### src/rtl/div_pkg.sv
// Shared encodings for the iterative divider: FSM states and control-level constants.
package div_pkg;

  typedef enum logic [1:0] {
    DIV_IDLE = 2'b00,
    DIV_CALC = 2'b01,
    DIV_FIX  = 2'b10,
    DIV_DONE = 2'b11
  } div_state_t;

  localparam logic DIV_START = 1'b1;
  localparam logic DIV_STOP  = 1'b0;

  localparam logic RESULT_READY     = 1'b1;
  localparam logic RESULT_NOT_READY = 1'b0;

endpackage

### src/rtl/div_step.sv
// One combinational restoring-division step: shift in a dividend bit, trial-subtract, keep or restore.
module div_step #(
  parameter int WIDTH = 32
) (
  input  logic [WIDTH-1:0] rem,
  input  logic [WIDTH-1:0] divisor,
  input  logic             dvd_bit,
  output logic [WIDTH-1:0] rem_next,
  output logic             q_bit
);

  logic [WIDTH:0] shifted;
  logic [WIDTH:0] trial;

  assign shifted = {rem, dvd_bit};
  assign trial   = shifted - {1'b0, divisor};

  // rem < divisor on entry, so a successful subtraction always fits in WIDTH bits
  assign q_bit    = ~trial[WIDTH];
  assign rem_next = trial[WIDTH] ? shifted[WIDTH-1:0] : trial[WIDTH-1:0];

endmodule

### src/rtl/div_iter_param.sv
// Iterative restoring divider, STEPS quotient bits per clock, signed/unsigned, with annul and hold-until-release.
//
// state | meaning
// IDLE  | waiting for start, outputs cleared
// CALC  | N iteration cycles, STEPS restoring steps each
// FIX   | apply quotient/remainder sign correction
// DONE  | result held, ready_o high until start_i drops or annul
module div_iter_param
  import div_pkg::*;
#(
  parameter int WIDTH = 32,
  parameter int STEPS = 1
) (
  input  logic             clk,
  input  logic             rst,
  input  logic             signed_div_i,
  input  logic [WIDTH-1:0] opdata1_i,
  input  logic [WIDTH-1:0] opdata2_i,
  input  logic             start_i,
  input  logic             annul_i,
  output logic [WIDTH-1:0] quotient_o,
  output logic [WIDTH-1:0] remainder_o,
  output logic             div_zero_o,
  output logic             busy_o,
  output logic             ready_o
);

  localparam int N  = WIDTH / STEPS;
  localparam int CW = $clog2(N + 1);
  localparam logic [CW-1:0] LAST = CW'(N - 1);

  div_state_t       state;
  logic [CW-1:0]    cnt;
  logic [WIDTH-1:0] rem_r;
  logic [WIDTH-1:0] dvd_r;
  logic [WIDTH-1:0] dsr_r;
  logic             neg_q;
  logic             neg_r;

  logic             op1_neg;
  logic             op2_neg;
  logic [WIDTH-1:0] op1_abs;
  logic [WIDTH-1:0] op2_abs;

  assign op1_neg = signed_div_i & opdata1_i[WIDTH-1];
  assign op2_neg = signed_div_i & opdata2_i[WIDTH-1];
  assign op1_abs = op1_neg ? -opdata1_i : opdata1_i;
  assign op2_abs = op2_neg ? -opdata2_i : opdata2_i;

  // dvd_r shifts out dividend bits at the top while quotient bits fill in at the bottom
  logic [STEPS:0][WIDTH-1:0] rem_c;
  logic [STEPS:0][WIDTH-1:0] dvd_c;

  assign rem_c[0] = rem_r;
  assign dvd_c[0] = dvd_r;

  for (genvar g = 0; g < STEPS; g++) begin : g_step
    logic qb;
    div_step #(.WIDTH(WIDTH)) u_step (
      .rem      (rem_c[g]),
      .divisor  (dsr_r),
      .dvd_bit  (dvd_c[g][WIDTH-1]),
      .rem_next (rem_c[g+1]),
      .q_bit    (qb)
    );
    assign dvd_c[g+1] = {dvd_c[g][WIDTH-2:0], qb};
  end

  always_ff @(posedge clk or negedge rst) begin
    if (!rst) begin
      state       <= DIV_IDLE;
      cnt         <= '0;
      rem_r       <= '0;
      dvd_r       <= '0;
      dsr_r       <= '0;
      neg_q       <= 1'b0;
      neg_r       <= 1'b0;
      quotient_o  <= '0;
      remainder_o <= '0;
      div_zero_o  <= 1'b0;
      busy_o      <= 1'b0;
      ready_o     <= RESULT_NOT_READY;
    end else begin
      case (state)
        DIV_IDLE: begin
          if (start_i == DIV_START && !annul_i) begin
            if (opdata2_i == '0) begin
              state       <= DIV_DONE;
              div_zero_o  <= 1'b1;
              quotient_o  <= '0;
              remainder_o <= '0;
              ready_o     <= RESULT_READY;
            end else begin
              state  <= DIV_CALC;
              dvd_r  <= op1_abs;
              dsr_r  <= op2_abs;
              rem_r  <= '0;
              cnt    <= '0;
              neg_q  <= op1_neg ^ op2_neg;
              neg_r  <= op1_neg;
              busy_o <= 1'b1;
            end
          end
        end
        DIV_CALC: begin
          if (annul_i) begin
            state  <= DIV_IDLE;
            busy_o <= 1'b0;
          end else begin
            rem_r <= rem_c[STEPS];
            dvd_r <= dvd_c[STEPS];
            cnt   <= cnt + 1'b1;
            if (cnt == LAST) state <= DIV_FIX;
          end
        end
        DIV_FIX: begin
          busy_o <= 1'b0;
          if (annul_i) begin
            state <= DIV_IDLE;
          end else begin
            state       <= DIV_DONE;
            quotient_o  <= neg_q ? -dvd_r : dvd_r;
            remainder_o <= neg_r ? -rem_r : rem_r;
            ready_o     <= RESULT_READY;
          end
        end
        DIV_DONE: begin
          if (annul_i || start_i == DIV_STOP) begin
            state       <= DIV_IDLE;
            quotient_o  <= '0;
            remainder_o <= '0;
            div_zero_o  <= 1'b0;
            ready_o     <= RESULT_NOT_READY;
          end
        end
        default: state <= DIV_IDLE;
      endcase
    end
  end

endmodule
### config.mk
export PLATFORM = sky130hd
export DESIGN_NAME = div_iter_param
export DESIGN_NICKNAME = d
export VERILOG_FILES = /design/src/rtl/div_pkg.sv /design/src/rtl/div_step.sv /design/src/rtl/div_iter_param.sv
export SDC_FILE = /design/constraint.sdc
export NUM_CORES = 1
export LEC_CHECK = 0
export CORE_UTILIZATION = 45
export DETAILED_ROUTE_END_ITERATION = 7
export PLACE_DENSITY = 0.66
export SYNTH_ARGS = -nofsm -noshare
export SYNTH_HDL_FRONTEND = slang
export SYNTH_SLANG_ARGS = --single-unit
### constraint.sdc
create_clock -name clk -period 5.4 [get_ports clk]
set_clock_uncertainty 0.15 [all_clocks]
set_input_delay 1.08 -clock clk [delete_from_list [all_inputs] [get_ports clk]]
set_output_delay 1.08 -clock clk [all_outputs]
set_load 0.03 [all_outputs]
==> impl_metrics.py <==
metrics = {
    "setup_path": {
        "r2r-end": "rem_r[21]",
        "critPathArrivalTime_ns": 4.38,
        "worst_setup_path_end_kind": "flip-flop",
        "r2r_cells": 12,
        "startpoint": "opdata2_i[13]",
        "worstPathRequired_ns": 5.60,
        "path_class": "in2reg",
        "critPathCapture": "remainder_o[27]",
        "worstPathMaxFanout": 41,
        "r2r_slack_ns": 1.43,
        "timing.rr.start": "dsr_r[0]",
        "worstSetupStartpointType": "input pin",
    },
    "pwr": {
        "p_leak_nw": 5.755,
        "power_mw": 7.173,
        "p_per_area_mw_per_mm2": 517.0,
        "ir_worst_vdd_uv": 422.9,
    },
    "synthesis": {
        "synth_cells": 1396,
        "synthDistinctLibCells": 61,
        "netlist_area_mm2": 0.01160,
        "syn_area_per_cell_um2": 8.308,
        "synthArstFlopShare_pct": 100.0,
        "synth-edff-count": 0,
        "yosysWarningCount": 0,
        "ys_seq_elements": 173,
        "ys_seq_area_share_pct": 37.33,
        "synth_nets": 1508,
        "synthFlopType": "dfrtp_1",
    },
    "global_route": {
        "grt_overflow": 0,
        "grt_max_degree": 99,
        "grt_pass1_wl_um": 48460,
        "grt_pass1_vias": 9733,
        "grt_antenna_before_repair": 0,
        "grt_usage_pct": 22.90,
    },
    "clock_tree": {
        "path_clk_slew_ns": 0.07,
        "postCtsHoldBufs": 0,
        "cts_setup_buffers": 0,
        "clkSinkCount": 173,
        "numCtsBuffers": 17,
        "cts-root-buf": "clkbuf_16",
        "htreeDepth": 4,
        "cts_tree": "built",
        "insertion_delay_ns": 0.44,
        "cts_resized": 0,
        "clockBufferDepth": 2,
    },
    "placed_design": {
        "place_hpwl_um": 22040,
        "place_congestion": 0.8612,
        "port_buffers": 135,
    },
    "detailed_routing": {
        "ant_nets": 0,
        "firstDrtPassIters": 5,
        "drc_errors": 0,
        "routedWlPerCell_um": 16.05,
        "drtIter0Drc": 721,
        "via_per_inst": 5.508,
        "vias": 10123,
        "wirelength_um": 29500,
    },
    "floorplanning": {
        "core_mm2": 0.02525,
        "pin_count": 136,
        "die_area_mm2": 0.02642,
        "rows": 58,
        "die_width_um": 162.5,
        "die_y_um": 162.5,
        "start_util_pct": 45.92,
    },
    "timing": {
        "worst_pin_slew_ns": 1.112,
        "max-slew-margin-rel_pct": 25.89,
        "fin_setup_tns_ns": 0,
        "setup_violations": 0,
        "fin_crit_sh_pct": 77.41,
        "finalCriticalPeriod_ns": 4.180,
        "rsz0062_at_grt": "false",
        "slew_viol_final": 0,
        "clock.fmax_mhz": 239.2,
        "final-hold-violation-count": 0,
    },
    "final_layout": {
        "layout_common_cells": "227 x nand2_1, 173 x dfrtp_1, 143 x o21ai_0",
        "layout-drive-gt1-share_pct": 4.775,
        "layout_commonest_cell": "nand2_1",
        "multi_input_area_mm2": 0.006795,
        "syn2layout_area_growth_pct": 19.61,
        "num_antenna_cells": 0,
        "fin_nets": 1607,
        "fillers": 2388,
        "seqCellArea_mm2": 0.004329,
    },
    "outcome": {
        "status": "complete, no violations",
    },
    "run": {
        "maxCapViolCount": 0,
    },
    "hold_path": {
        "hp-class": "reg2reg",
    },
}
per-layer routing:
metal,routed length [um],track usage (%),part of all wire [%]
met1,13980,30.75,47
met2,13770,38.17,47
met3,1284,3.540,4.4
met4,465,6.457,1.6
met5,0,0,0
metrics by stage:
step	hold slack [ns]	cells	utilization [%]	cell area (um^2)	setup WS, ns
2_1_floorplan	0.3192	1396	-	11600	1.823
3_3_place_gp	0.3110	1806	52.57	13280	0.9485
3_5_place_dp	0.3152	1806	52.57	13280	0.8385
4_1_cts	0.3324	1838	54.93	13870	1.293
5_1_grt	0.3475	1838	54.93	13870	1.075
6_report	0.3272	1838	54.93	13870	1.220
how the worst min path moves through the flow:
stage | cells after the start | slack (ns) | to | start
detailed placement | 2 | 0.32 | quotient_o[0] | quotient_o[0]
global route | 2 | 0.35 | quotient_o[0] | quotient_o[0]
finish | 2 | 0.33 | quotient_o[22] | quotient_o[22]
global placement | 2 | 0.31 | quotient_o[7] | quotient_o[7]
floorplan | 1 | 0.32 | cnt[3] | cnt[3]
CTS | 2 | 0.33 | quotient_o[5] | quotient_o[5]
cells by family after synthesis:
| logic type | synth area share (%) |
|---|---|
| flip-flops | 37.33 |
| AO/OA/AOI/OAI | 22.37 |
| XOR/XNOR | 10.86 |
| adder cells (fa/ha/maj) | 4.704 |
| AND/OR/NAND/NOR | 18.05 |
| multiplexers | 2.449 |
| buffers and inverters | 4.240 |
cell usage after synthesis (3+ instances only):
cell        n  area share [%]
or3_1      24             1.3
nand3_1    11            0.47
or2_2       6            0.32
o21bai_1    5            0.32
mux2_2      3            0.29
o221ai_1   15             1.1
nor2b_1    14            0.76
o21ai_0   143             6.2
ha_1       42             4.5
xor2_1     84             6.3
nand2_1   227             7.3
a21oi_1   120             5.2
inv_1      57             1.8
o21a_1      5            0.32
a22o_1      4            0.30
o41ai_1    13            0.98
o31ai_1    74             4.8
nand3b_1    3            0.19
clkbuf_1   60             1.9
or4_1      14            0.91
nand2b_1    9            0.49
nor3_1     14            0.60
a211oi_1    4            0.26
dfrtp_1   173              37
or4_4       3            0.29
a21o_1      6            0.39
nor4_1     15            0.81
nand4_1     6            0.32
o211ai_1   10            0.65
buf_1      10            0.32
a31oi_1     7            0.38
and3_1      5            0.27
and2_1      7            0.38
nor2_1     87             2.8
o31a_1      3            0.23
xnor2_1    58             4.4
mux2i_1    25             2.2
worst max-delay path: stages:
cell and delay [ns]:
clkdlybuf4s50_1 0.50, or4_1 0.57, nor4_1 0.53, nand3b_1 0.37
o21ai_0 0.26, o211ai_1 0.12, buf_4 0.27, or2_2 0.44
o21ai_0 0.23
cell type report:
class | instances | share of cell area [%]
Multi-Input combinational cell | 1093 | 48.99
Sequential cell | 173 | 31.21
Timing Repair Buffer | 153 | 10.99
Clock buffer | 17 | 3.067
Tap cell | 330 | 2.976
Inverter | 57 | 1.542
Clock inverter | 15 | 1.227
sequential cells by signal, indices dropped and copies added (netlist names):
name,cells
dsr_r,32
state,2
quotient_o,32
remainder_o,32
rem_r,32
cnt,6
div_zero_o,1
ready_o,1
busy_o,1
dvd_r,32
neg_q,1
neg_r,1
report_power, final:
part           total (mW)  switching, mW  internal [mW]
clock network        1.25          0.586          0.661
registers            2.19          0.452           1.73
logic                3.74           2.28           1.46
total                7.17           3.32           3.85
Note: power is estimated with default switching activity, not from simulation.
